[src/rtl/rst_seq_pkg.sv]
`default_nettype none
// ============================================================================
// Module      : rst_seq_pkg
// Description : Shared types and elaboration helpers for the reset sequencer:
//               FSM state encoding, per-stage delay field extraction and
//               counter width sizing.
// Revision    : 1.0 - initial release
// ============================================================================
package rst_seq_pkg;

    // Sequencer states, 3-bit encoded
    typedef enum logic [2:0] {
        ST_ASSERT = 3'd0,
        ST_DLY    = 3'd1,
        ST_ACK    = 3'd2,
        ST_DONE   = 3'd3,
        ST_ERR    = 3'd4
    } seq_state_t;

    // Upper bound on sequenced stages (idx and err_stage are 3 bits)
    localparam int c_MAX_STAGE = 8;
    // Width of the zero-extended delay vector handed to the helpers below
    localparam int c_VEC_W     = 256;

    // Extract delay field idx (dly_w bits wide, stage 0 in the LSBs)
    function automatic longint unsigned dly_field(
        input logic [c_VEC_W-1:0] vec,
        input int                 dly_w,
        input int                 idx
    );
        longint unsigned r;
        r = 0;
        for (int b = 0; b < dly_w && b < 64; b++) begin
            if ((idx * dly_w + b) < c_VEC_W) begin
                r[b] = vec[idx * dly_w + b];
            end
        end
        return r;
    endfunction

    // Counter width able to hold the largest terminal value of any phase
    function automatic int calc_cnt_w(
        input longint unsigned    hold,
        input logic [c_VEC_W-1:0] vec,
        input int                 dly_w,
        input int                 n_stage,
        input longint unsigned    tmo
    );
        longint unsigned m;
        m = hold;
        if (tmo > m) begin
            m = tmo;
        end
        for (int i = 0; i < n_stage; i++) begin
            if (dly_field(vec, dly_w, i) > m) begin
                m = dly_field(vec, dly_w, i);
            end
        end
        return (m < 1) ? 1 : $clog2(m + 1);
    endfunction

endpackage
`default_nettype wire

[src/rtl/rst_seq_tmr.sv]
`default_nettype none
// ============================================================================
// Module      : rst_seq_tmr
// Description : Up-counter with synchronous clear and terminal-count compare.
//               Stops (saturates) at the terminal value so it never wraps.
//               One instance serves the hold, delay and timeout phases.
// Revision    : 1.0 - initial release
// ============================================================================
module rst_seq_tmr
    import rst_seq_pkg::*;
#(
    parameter int CNT_W = 8
) (
    input  wire logic             clk,
    input  wire logic             rst,
    input  wire logic             i_clr,
    input  wire logic             i_en,
    input  wire logic [CNT_W-1:0] i_tc,
    output logic                  o_at_tc
);

    logic [CNT_W-1:0] r_cnt;

    assign o_at_tc = (r_cnt == i_tc);

    // Count up while enabled; hold at the terminal value until cleared
    always_ff @(posedge clk) begin
        if (rst || i_clr) begin
            r_cnt <= '0;
        end else if (i_en && !o_at_tc) begin
            r_cnt <= r_cnt + 1'b1;
        end
    end

endmodule
`default_nettype wire

[src/rtl/rst_seq_ctrl.sv]
`default_nettype none
// ============================================================================
// Module      : rst_seq_ctrl
// Description : Power-up / soft-reset sequencer. Holds all block resets,
//               then releases them one at a time in index order, each after
//               its own delay and gated by that stage's ack, with optional
//               ack timeout and ack-loss monitoring once fully released.
// Revision    : 1.0 - initial release
// ============================================================================
module rst_seq_ctrl
    import rst_seq_pkg::*;
#(
    parameter int unsigned                N_STAGE   = 3,
    parameter int unsigned                HOLD_CYC  = 16,
    parameter int unsigned                DLY_W     = 16,
    parameter logic [N_STAGE*DLY_W-1:0]   STAGE_DLY = {16'd2, 16'd0, 16'd8},
    parameter int unsigned                TMO_CYC   = 1024,
    parameter logic [N_STAGE-1:0]         ACK_MON   = 3'b001
) (
    input  wire logic               clk,
    input  wire logic               rst,
    input  wire logic               soft_rst_req,
    input  wire logic [N_STAGE-1:0] stage_ack,
    output logic      [N_STAGE-1:0] stage_rst,
    output logic                    busy,
    output logic                    seq_done,
    output logic                    seq_err,
    output logic      [2:0]         err_stage
);

    localparam logic [c_VEC_W-1:0] c_STAGE_DLY_EXT = c_VEC_W'(STAGE_DLY);
    localparam int                 c_CNT_W = calc_cnt_w(HOLD_CYC, c_STAGE_DLY_EXT,
                                                        DLY_W, N_STAGE, TMO_CYC);
    // Hold terminal is HOLD_CYC: the forcing edge itself loads cnt=0, so
    // HOLD_CYC further edges elapse before sequencing starts.
    localparam logic [c_CNT_W-1:0] c_HOLD_TC = c_CNT_W'(HOLD_CYC);
    // With no timeout the counter simply parks at all-ones, never consumed
    localparam logic [c_CNT_W-1:0] c_TMO_TC  = (TMO_CYC == 0) ? {c_CNT_W{1'b1}}
                                                              : c_CNT_W'(TMO_CYC - 1);
    localparam logic [2:0]         c_LAST    = 3'(N_STAGE - 1);
    localparam logic [7:0]         c_ACK_MON = 8'(ACK_MON);

    seq_state_t         r_state;
    seq_state_t         w_state_nxt;
    logic [2:0]         r_idx;
    logic [2:0]         w_idx_nxt;
    logic [N_STAGE-1:0] r_stage_rst;
    logic [N_STAGE-1:0] w_stage_rst_nxt;
    logic               r_busy;
    logic               r_seq_done;
    logic               r_seq_err;
    logic [2:0]         r_err_stage;
    logic [2:0]         w_err_stage_nxt;

    logic               w_tmr_clr;
    logic               w_tmr_en;
    logic [c_CNT_W-1:0] w_tmr_tc;
    logic               w_at_tc;
    logic [7:0]         w_ack_ext;
    logic               w_mon_lost;

    logic [c_CNT_W-1:0] w_dly_tc [c_MAX_STAGE];

    assign w_ack_ext  = 8'(stage_ack);
    assign w_mon_lost = |(~w_ack_ext & c_ACK_MON);

    // Per-stage delay terminal: a zero delay still spends one cycle in DLY
    for (genvar gi = 0; gi < c_MAX_STAGE; gi++) begin : g_dly_tc
        if (gi < N_STAGE) begin : g_used
            localparam longint unsigned c_DLY = dly_field(c_STAGE_DLY_EXT, DLY_W, gi);
            assign w_dly_tc[gi] = (c_DLY == 0) ? '0 : c_CNT_W'(c_DLY - 1);
        end else begin : g_unused
            assign w_dly_tc[gi] = '0;
        end
    end

    rst_seq_tmr #(
        .CNT_W   (c_CNT_W)
    ) u_tmr (
        .clk     (clk),
        .rst     (rst),
        .i_clr   (w_tmr_clr),
        .i_en    (w_tmr_en),
        .i_tc    (w_tmr_tc),
        .o_at_tc (w_at_tc)
    );

    // Next-state, index, timer control and next output values
    always_comb begin
        w_state_nxt     = r_state;
        w_idx_nxt       = r_idx;
        w_tmr_clr       = 1'b0;
        w_tmr_en        = 1'b1;
        w_tmr_tc        = c_HOLD_TC;
        w_stage_rst_nxt = '1;
        w_err_stage_nxt = 3'd0;

        case (r_state)
            ST_ASSERT: w_tmr_tc = c_HOLD_TC;
            ST_DLY:    w_tmr_tc = w_dly_tc[r_idx];
            ST_ACK:    w_tmr_tc = c_TMO_TC;
            default: begin
                w_tmr_tc = '0;
                w_tmr_en = 1'b0;
            end
        endcase

        if (soft_rst_req) begin
            w_state_nxt = ST_ASSERT;
            w_idx_nxt   = 3'd0;
            w_tmr_clr   = 1'b1;
        end else begin
            case (r_state)
                ST_ASSERT: begin
                    if (w_at_tc) begin
                        w_state_nxt = ST_DLY;
                        w_idx_nxt   = 3'd0;
                        w_tmr_clr   = 1'b1;
                    end
                end
                ST_DLY: begin
                    if (w_at_tc) begin
                        w_state_nxt = ST_ACK;
                        w_tmr_clr   = 1'b1;
                    end
                end
                ST_ACK: begin
                    // Ack wins over a timeout landing on the same cycle
                    if (w_ack_ext[r_idx]) begin
                        w_tmr_clr = 1'b1;
                        if (r_idx == c_LAST) begin
                            w_state_nxt = ST_DONE;
                        end else begin
                            w_state_nxt = ST_DLY;
                            w_idx_nxt   = r_idx + 3'd1;
                        end
                    end else if ((TMO_CYC != 0) && w_at_tc) begin
                        w_state_nxt = ST_ERR;
                        w_tmr_clr   = 1'b1;
                    end
                end
                ST_DONE: begin
                    if (w_mon_lost) begin
                        w_state_nxt = ST_ASSERT;
                        w_idx_nxt   = 3'd0;
                        w_tmr_clr   = 1'b1;
                    end
                end
                default: begin
                    w_state_nxt = r_state;
                end
            endcase
        end

        // Stages below idx are released; the current stage releases on DLY exit
        for (int j = 0; j < int'(N_STAGE); j++) begin
            case (w_state_nxt)
                ST_DONE: w_stage_rst_nxt[j] = 1'b0;
                ST_DLY:  w_stage_rst_nxt[j] = (j >= int'(w_idx_nxt));
                ST_ACK:  w_stage_rst_nxt[j] = (j > int'(w_idx_nxt));
                default: w_stage_rst_nxt[j] = 1'b1;
            endcase
        end

        if (w_state_nxt == ST_ERR) begin
            w_err_stage_nxt = w_idx_nxt;
        end
    end

    // State and registered outputs
    always_ff @(posedge clk) begin
        if (rst) begin
            r_state     <= ST_ASSERT;
            r_idx       <= 3'd0;
            r_stage_rst <= '1;
            r_busy      <= 1'b1;
            r_seq_done  <= 1'b0;
            r_seq_err   <= 1'b0;
            r_err_stage <= 3'd0;
        end else begin
            r_state     <= w_state_nxt;
            r_idx       <= w_idx_nxt;
            r_stage_rst <= w_stage_rst_nxt;
            r_busy      <= (w_state_nxt != ST_DONE) && (w_state_nxt != ST_ERR);
            r_seq_done  <= (w_state_nxt == ST_DONE);
            r_seq_err   <= (w_state_nxt == ST_ERR);
            r_err_stage <= w_err_stage_nxt;
        end
    end

    assign stage_rst = r_stage_rst;
    assign busy      = r_busy;
    assign seq_done  = r_seq_done;
    assign seq_err   = r_seq_err;
    assign err_stage = r_err_stage;

endmodule
`default_nettype wire
[config.mk]
export PLATFORM = sky130hd
export DESIGN_NAME = rst_seq_ctrl
export DESIGN_NICKNAME = d
export VERILOG_FILES = /design/src/rtl/rst_seq_pkg.sv /design/src/rtl/rst_seq_tmr.sv /design/src/rtl/rst_seq_ctrl.sv
export SDC_FILE = /design/constraint.sdc
export NUM_CORES = 1
export LEC_CHECK = 0
export BUFFER_PORTS_ARGS = -buffer_cell sky130_fd_sc_hd__buf_2
export CORE_MARGIN = 2
export CORE_UTILIZATION = 33
export CTS_BUF_LIST = sky130_fd_sc_hd__clkbuf_4 sky130_fd_sc_hd__clkbuf_8
export DETAILED_ROUTE_END_ITERATION = 8
export PLACE_DENSITY = 0.45
export SLEW_MARGIN = 10
export SYNTH_ARGS = -nofsm -noshare
export SYNTH_HDL_FRONTEND = slang
export SYNTH_SLANG_ARGS = --single-unit
[constraint.sdc]
create_clock -name clk -period 3.4 [get_ports clk]
set_clock_uncertainty 0.2 [all_clocks]
set_input_delay 0.17 -clock clk [delete_from_list [all_inputs] [get_ports clk]]
set_output_delay 0.17 -clock clk [all_outputs]
set_load 0.1 [all_outputs]
==> flow_summary.yaml, run 1 <==
grt:
  grt_pass1_vias: 1398
  grt_max_degree: 16
  grt-ovfl-total: 0
  grt_usage_pct: 16.0
  antenna_found_initial: 0
  grt_first_pass_wirelength_microns: 6700
place:
  portBuffers: 14
  dpl_cell_area_sq_um: 1720
  gp_congestion: 0.837
  place_ws_ns: 0.305
  dp_hpwl_microns: 3020
critical_path:
  path_depth: 8
  path_buf_inv: 0
  cpPeakStageDelay_ns: 0.59
  critPathArrivalTime_ns: 3.15
  crit_path_end: "stage_rst[2]"
  cp_max_fo: 10
  crit_start: "r_state[1]"
  reg2reg_depth: 8
  crit_family: "simple AND/OR/NAND/NOR gates"
  slowest_stage: "or4b_4"
  cp-start-kind: "flip-flop"
  cp-end-kind: "flip-flop"
  worstReg2RegEnd: "stage_rst[2]"
  cp.required_ns: 3.41
  worst-r2r-setup-slack_ns: 0.26
  cp_cell_sequence: "and2b_1 > nand4b_1 > o211ai_1 > or4b_4 > a221oi_4 > nand3b_2 > or3b_1 > o211ai_2"
  r2r-start: "r_state[1]"
  crit_type: "flip-flop to flip-flop"
hold_path:
  hp-class: "input pin to flip-flop"
logic_synthesis:
  syn-instance-count: 191
  synth_warnings: 0
  ys_ff_latch: 26
  synth_cell_type_count: 57
  synth_nets: 201
  synth_ff_type: "dfxtp_1"
  syn_area_sq_um: 1600
  async_flop_share_pct: 0
  synth-edff-count: 0
  avgSynthCellArea_sq_um: 8.35
  synth_seq_area_share_pct: 32.6
timing:
  max_freq_mhz: 319
  final_max_slew_viol_count: 0
  rsz0062_at_grt: "no"
  holdWs_ns: 0.0692
  fin_crit_ns: 3.14
  setup_ws_ns: 0.262
  worst_pin_slew_ns: 0.696
  period_share_pct: 92.3
  final_hold_viol_count: 0
  setup-violations-final: 0
  finalSetupTns_ns: 0
  maxSlewHeadroom_pct: 53.2
floorplanning:
  die_area_sq_um: 5410
  rows: 25
  die_w_microns: 73.5
  die_y_microns: 73.5
  core-area_sq_um: 4690
  initial_core_util_pct: 34.0
  ios: 15
clocking:
  clock-sinks: 26
  cts_hold_buffers: 1
  cts-root-buf: "clkbuf_8"
  cts-resized-gates: 0
  cts_tree: "built"
  ctsHtreeMaxLevel: 1
  clock_latency_ns: 0.28
  post-cts-setup-buffers: 0
  clockBufferDepth: 2
  cts-buffers-inserted: 3
  path_clk_slew_ns: 0.09
finish:
  stdcell_area_sq_um: 1810
  insertedDiodeCount: 0
  nFillCells: 502
  drive_gt1_share_pct: 16.5
  syn_to_final_growth_pct: 13.2
  nets: 217
route:
  routed_via_density: 5.54
  vias: 1440
  detail-route-antenna-nets: 0
  wl_per_cell_microns: 15.1
  routed_wl_microns: 3930
  drt-pass1-iter-count: 4
  drt_iter0_drc: 68
  drc: 0
pwr:
  leakagePower_nw: 0.700
  irDropWorstVdd_uv: 147
  fin_total_pwr_w: 0.000590
  power.density_nw_per_um2: 327
run_status:
  status: "completed"
job:
  maxCapViolCount: 0
==> through the flow <==
step	util, %	cells
after floorplan	-	191
after global placement	36.7	255
after detailed placement	36.7	255
after CTS	38.5	260
after global routing	38.5	260
final	38.5	260
==> layer usage <==
layer	vias to the layer above	global-route usage [%]	wire (microns)
met1	679	21.0	1910
met3	6	2.88	124
met5	-	0	0
met4	0	5.45	58
li1	728	-	-
met2	27	26.3	1840
==> area by class of cell <==
cell class / count / area [sq um] / area share, %
repair buffers: 22 / 133 / 7.35
multi-input cells: 148 / 991 / 54.9
clock inverters: 1 / 30.0 / 1.66
clock buffers: 3 / 41.3 / 2.29
inverters: 6 / 22.5 / 1.25
well taps: 54 / 67.6 / 3.74
flip-flops and latches: 26 / 520 / 28.8
==> layout by cell type, fill, tap and decap left out, drive strengths merged, types with 6 or more instances in the layout <==
cell	n
a21oi	8
buf	21
dfxtp	26
nand2	12
nand3	10
nand4	8
nor2	22
nor3	6
o21ai	8
xor2	7
==> sequential cells by signal (all words and copies together), names as in the netlist <==
| signal | cells |
|---|---|
| seq_done | 1 |
| err_stage | 3 |
| busy | 1 |
| u_tmr.r_cnt | 11 |
| stage_rst | 3 |
| r_idx | 3 |
| seq_err | 1 |
| r_state | 3 |
==> cells in the mapped netlist (all sizes together) (2+ instances only) <==
library cell,n,share of area (%)
nor3,6,2.2
and3b,2,1.1
o211ai,3,1.7
clkbuf,5,1.3
nor2b,3,1.2
inv,5,1.2
and3,4,1.6
a21oi,8,2.5
nand4,8,3.1
mux2i,2,1.3
o31ai,2,0.94
nor4,3,1.2
xor2,7,3.8
nand2b,2,1.3
dfxtp,26,33
buf,6,2.6
or3,2,0.78
o21ai,8,2.5
mux2,2,1.6
a31oi,2,0.78
ha,4,3.1
o22a,2,1.1
nor2,22,5.2
nand3b,2,1.2
a21boi,2,0.94
a311o,3,1.9
a22oi,2,0.94
nand2,12,2.8
a21o,4,1.9
and2,2,0.86
nand4b,2,1.1
nor4b,2,1.1
nand3,10,3.1
o21a,2,0.94
==> power breakdown <==
group | total (W) | internal, W | switching, W
Sequential | 0.000308 | 0.000305 | 0.00000300
Clock | 0.000259 | 0.000158 | 0.000102
Combinational | 0.0000223 | 0.00000796 | 0.0000143
Total | 0.000590 | 0.000471 | 0.000119
==> worst min-delay path by stage <==
stage	slack, ns	endpoint	startpoint	cells past startpoint
6_report	0.07	r_state[2]	soft_rst_req	2
5_1_grt	0.09	r_state[2]	soft_rst_req	2
4_1_cts	0.06	r_state[2]	soft_rst_req	2
3_5_place_dp	0.28	r_idx[1]	rst	2
3_3_place_gp	0.28	r_idx[2]	rst	2
2_1_floorplan	0.19	stage_rst[0]	soft_rst_req	3
==> cells by family (layout without fill, tap and decap cells) <==
kind of cell,count (synthesis),count (layout),share of synthesized area [%]
multiplexers,4,4,2.90
adder cells (fa/ha/maj),4,4,3.14
flip-flops,26,26,32.6
AO/OA/AOI/OAI,44,44,20.4
AND/OR/NAND/NOR,88,88,31.3
buffers and inverters,17,32,5.25
XOR/XNOR,8,8,4.39
Power figures use the tool's default switching activity.
==> inputs of run 2 (changes only) <==
Settings changed: PLACE_DENSITY 0.45 to 0.46, SYNTH_HIERARCHICAL set to 1.
==> flow_summary.yaml, run 2 <==
run_status:
  status: "completed"
critical_path:
  crit_path_end: "stage_rst[2]"
  path_depth: 11
  cp-start-kind: "flip-flop"
  worst-r2r-setup-slack_ns: 0.25
  crit_family: "simple AND/OR/NAND/NOR gates"
  cp-end-kind: "flip-flop"
  cpPeakStageDelay_ns: 0.45
  slowest_stage: "or4b_1"
  cp_max_fo: 7
  cp_cell_sequence: "nor3b_2 > buf_4 > xor2_1 > nor4_1 > and3_1 > or4b_1 > o311a_1 > a41oi_1 > nand2_1 > or2_1 > o211ai_1"
  path_buf_inv: 1
  r2r-start: "r_state[1]"
  crit_type: "flip-flop to flip-flop"
  reg2reg_depth: 11
  worstReg2RegEnd: "stage_rst[2]"
  cp.required_ns: 3.40
  crit_start: "r_state[1]"
  critPathArrivalTime_ns: 3.15
grt:
  grt_first_pass_wirelength_microns: 6010
  grt-ovfl-total: 0
  antenna_found_initial: 0
  grt_usage_pct: 14.5
  grt_max_degree: 22
  grt_pass1_vias: 1236
clocking:
  cts_hold_buffers: 0
  cts_tree: "built"
  cts-resized-gates: 0
  clock-sinks: 26
  post-cts-setup-buffers: 0
  path_clk_slew_ns: 0.09
  clock_latency_ns: 0.27
  cts-root-buf: "clkbuf_8"
  clockBufferDepth: 2
  ctsHtreeMaxLevel: 1
  cts-buffers-inserted: 3
timing:
  setup-violations-final: 0
  max_freq_mhz: 318
  rsz0062_at_grt: "no"
  fin_crit_ns: 3.15
  final_max_slew_viol_count: 0
  finalSetupTns_ns: 0
  holdWs_ns: 0.00548
  maxSlewHeadroom_pct: 59.7
  final_hold_viol_count: 0
  period_share_pct: 92.5
  worst_pin_slew_ns: 0.599
floorplanning:
  initial_core_util_pct: 34.7
  ios: 15
  core-area_sq_um: 4380
  die_area_sq_um: 5170
  die_w_microns: 71.9
  die_y_microns: 71.9
  rows: 24
pwr:
  net-switching-power_w: 0.000117
  fin_total_pwr_w: 0.000587
  seq_power_share_pct: 52.3
  irDropWorstVdd_uv: 191
  power.density_nw_per_um2: 337
  leakagePower_nw: 0.731
  power_frac_comb_pct: 3.5
  sw_frac_of_total_pct: 19.9
  clock_power_share_pct: 44.2
  internal_power_w: 0.000471
logic_synthesis:
  avgSynthCellArea_sq_um: 8.55
  synth-edff-count: 0
  synth.most_common_cell: "dfxtp_1"
  synth_top_cell_by_area: "dfxtp_1"
  synth_ff_type: "dfxtp_1"
  synth_warnings: 6
  synth_seq_area_share_pct: 34.2
  synth_cell_type_count: 54
  yosysTopAreaCellShare_pct: 34.2
  async_flop_share_pct: 0
  ys_ff_latch: 26
  syn-instance-count: 178
  synth_nets: 188
  synth_area_leaders: "dfxtp_1, xor2_1, a21oi_1"
  syn_area_sq_um: 1520
  yosys-top-cells-count: "dfxtp_1, a21oi_1, xor2_1, nor2_1"
finish:
  insertedDiodeCount: 0
  drive_gt1_share_pct: 19.0
  final_common_cell: "dfxtp_1"
  largest_register_ffs: 11
  regMostFlops: "u_tmr/r_cnt"
  finish.utilization_pct: 39.8
  nFillCells: 452
  nets: 206
  syn_to_final_growth_pct: 14.7
  final_cell_mix: "dfxtp_1, a21oi_1, buf_2"
place:
  portBuffers: 14
  gp_congestion: 0.991
  dp_hpwl_microns: 2610
hold_path:
  hp-class: "input pin to flip-flop"
route:
  drt-pass1-iter-count: 4
  routed_via_density: 5.49
  drt_iter0_drc: 140
  detail-route-antenna-nets: 0
  vias: 1357
  drc: 0
  routed_wl_microns: 3440
  wl_per_cell_microns: 13.9
job:
  maxCapViolCount: 0
run 2: cell count changes after synthesis, sizes merged, moves of 4 or more:
cell,delta
or4,+4
o21ai,+4
a21oi,+9
xor2,+5
nor2,-11
nand4,-6
inv,+4
run 2: power groups by stage:
stage               Combinational, W  Clock, W  Sequential [W]
floorplan                  0.0000137         0        0.000314
global placement           0.0000206         0        0.000315
detailed placement         0.0000206         0        0.000315
CTS                        0.0000206  0.000266        0.000307
global route               0.0000227  0.000280        0.000308
finish                     0.0000205  0.000260        0.000307
run 2: stage by stage:
stage,setup WS [ns],std cells,area [sq um]
6_report,0.255,247,1750
5_1_grt,0.0399,247,1750
4_1_cts,0.175,247,1740
3_5_place_dp,0.207,243,1670
3_3_place_gp,0.271,243,1670
2_1_floorplan,0.283,178,1520
run 2: worst min path at each step:
stage / startpoint / end / slack (ns) / depth (start not counted)
floorplan: rst / u_tmr/r_cnt[1] / 0.15 / 3
global placement: u_tmr/r_cnt[10] / u_tmr/r_cnt[10] / 0.28 / 2
detailed placement: rst / r_state[0] / 0.29 / 2
CTS: rst / r_state[0] / 0.002 / 2
global route: rst / r_idx[0] / 0.02 / 2
finish: rst / r_idx[2] / 0.005 / 2
run 2: area by class of cell:
class / instances / area [sq um] / area share (%)
clock inverters: 1 / 30.0 / 1.72
inverters: 9 / 33.8 / 1.94
clock buffers: 3 / 41.3 / 2.37
repair buffers: 21 / 123 / 7.03
flip-flops and latches: 26 / 523 / 30.0
well taps: 52 / 65.1 / 3.73
multi-input cells: 135 / 930 / 53.3
run 2: metal layers:
layer,global-route usage [%],up-vias,part of all wire [%]
li1,-,683,-
met5,0,-,0
met4,5.87,0,1.4
met3,1.94,5,3.6
met2,19.8,37,42
met1,22.8,632,52
run 2: cell families (layout without fill, tap and decap cells):
logic type / after synthesis / in the layout / share of synthesized area [%]
and+or+nand+nor: 67 / 67 / 26.2
AOI/OAI and AO/OA: 49 / 49 / 22.9
DFF: 26 / 26 / 34.2
buffers and inverters: 17 / 34 / 4.93
xor gates and xnor gates: 12 / 12 / 6.91
adders and majority gates: 4 / 4 / 3.29
muxes: 2 / 2 / 1.32
other: 1 / 1 / 0.246
==> inputs of run 3 (changes only) <==
Settings changed: CORE_MARGIN 2 to not set.
==> flow_summary.yaml, run 3 (synthesized netlist as in run 2, its figures left out) <==
clocking:
  cts-buffers-inserted: 3
  ctsHtreeMaxLevel: 1
  clock_latency_ns: 0.27
  clock-sinks: 26
  cts-root-buf: "clkbuf_8"
  post-cts-setup-buffers: 0
  clockBufferDepth: 2
  cts_tree: "built"
  path_clk_slew_ns: 0.09
finish:
  largest_register_ffs: 11
  drive_gt1_share_pct: 19.0
  finish.utilization_pct: 39.4
  nFillCells: 457
  nets: 206
  seq_area_sq_um: 523
  final_cell_mix: "dfxtp_1, a21oi_1, buf_2"
  insertedDiodeCount: 0
  multiInputGateArea_sq_um: 930
  final_common_cell: "dfxtp_1"
  regMostFlops: "u_tmr/r_cnt"
  syn_to_final_growth_pct: 13.7
timing:
  fin_crit_ns: 3.19
  setup-violations-final: 0
  rsz0062_at_grt: "no"
  worst_pin_slew_ns: 0.601
  final_max_slew_viol_count: 0
  max_freq_mhz: 313
  maxSlewHeadroom_pct: 59.6
  period_share_pct: 93.9
  final_hold_viol_count: 0
  holdWs_ns: 0.00495
  finalSetupTns_ns: 0
place:
  gp_congestion: 0.917
  dp_hpwl_microns: 2610
  portBuffers: 14
route:
  vias: 1371
  drc: 0
  detail-route-antenna-nets: 0
  drt_iter0_drc: 81
  wl_per_cell_microns: 14.3
  routed_via_density: 5.55
  drt-pass1-iter-count: 4
  routed_wl_microns: 3540
critical_path:
  slowest_stage: "dfxtp_2"
  cp.required_ns: 3.40
  path_buf_inv: 0
  critPathArrivalTime_ns: 3.19
  cp-start-kind: "flip-flop"
  cp-end-kind: "flip-flop"
  cp_cell_sequence: "nand2b_1 > a21oi_1 > xor2_1 > nor4_1 > and3_1 > or4b_1 > o311a_1 > a41oi_1 > nand2_1 > or2_1 > o211ai_1"
  crit_family: "simple AND/OR/NAND/NOR gates"
  crit_type: "flip-flop to flip-flop"
  cp_max_fo: 13
  cpPeakStageDelay_ns: 0.48
floorplanning:
  die_w_microns: 69.9
  initial_core_util_pct: 34.7
  die_y_microns: 69.9
  die_area_sq_um: 4890
  core-area_sq_um: 4380
  rows: 24
  ios: 15
pwr:
  irDropWorstVdd_uv: 181
  leakagePower_nw: 0.724
  power.density_nw_per_um2: 306
grt:
  grt-ovfl-total: 0
  grt_pass1_vias: 1246
  grt_usage_pct: 14.9
  antenna_found_initial: 0
  grt_max_degree: 22
  grt_first_pass_wirelength_microns: 5960
job:
  maxCapViolCount: 0
run_status:
  status: "completed"
hold_path:
  hp-class: "input pin to flip-flop"
## run 3: cell count changes in the layout (fill, tap and decap cells not counted), sizes merged
| cell | delta |
|---|---|
| clkbuf | +1 |
| bufinv | -1 |
## run 3: final cells by class
type                            instances  area share (%)
Multi-Input combinational cell        135            53.8
Sequential cell                        26            30.2
Timing Repair Buffer                   21            7.09
Tap cell                               52            3.76
Clock buffer                            4            3.18
Inverter                                9            1.95
## run 3: metrics by stage
step           power (W)  cell area, sq um  instances  setup WS, ns
5_1_grt         0.000554              1730        247       0.00416
6_report        0.000530              1730        247         0.209
3_3_place_gp    0.000335              1670        243        0.0928
4_1_cts         0.000536              1720        247         0.105
3_5_place_dp    0.000335              1670        243         0.124
2_1_floorplan   0.000328              1520        178         0.283
## run 3: routing by layer
metal	global-route usage [%]	share of wire, %	vias up	routed length [microns]
met4	5.11	1.6	0	57
met3	2.89	4.5	7	159
li1	-	-	683	-
met1	22.7	54	653	1900
met2	20.8	40	28	1420
met5	0	0	-	0
## run 3: report_power, final
group | total [W] | internal (W) | leakage, nW | switching (W)
logic | 0.0000210 | 0.00000753 | 0.485 | 0.0000135
registers | 0.000307 | 0.000305 | 0.211 | 0.00000213
clock network | 0.000201 | 0.000104 | 0.0288 | 0.0000975
## run 3: what timing repair did
item                                    CTS  global route
hold buffers                              0             0
endpoints found under the setup margin    0             9
gates resized for setup                   0             3
## run 3: path summary, 6_finish.rpt
check / slack (ns) / start / endpoint / depth (start not counted)
worst max-delay path: 0.21 / r_state[0] / stage_rst[2] / 11
worst max register to register: 0.21 / r_state[0] / stage_rst[2] / 11
worst min register to register: 0.30 / u_tmr/r_cnt[10] / u_tmr/r_cnt[10] / 2
worst min-delay path: 0.005 / rst / r_state[1] / 2
## run 3: worst register-to-register path, delay by kind of cell (launching register included)
family / cells / cell delay, ns
compound gates: 4 / 0.63
xor+xnor: 1 / 0.15
flops: 1 / 0.48
simple gates: 6 / 1.66
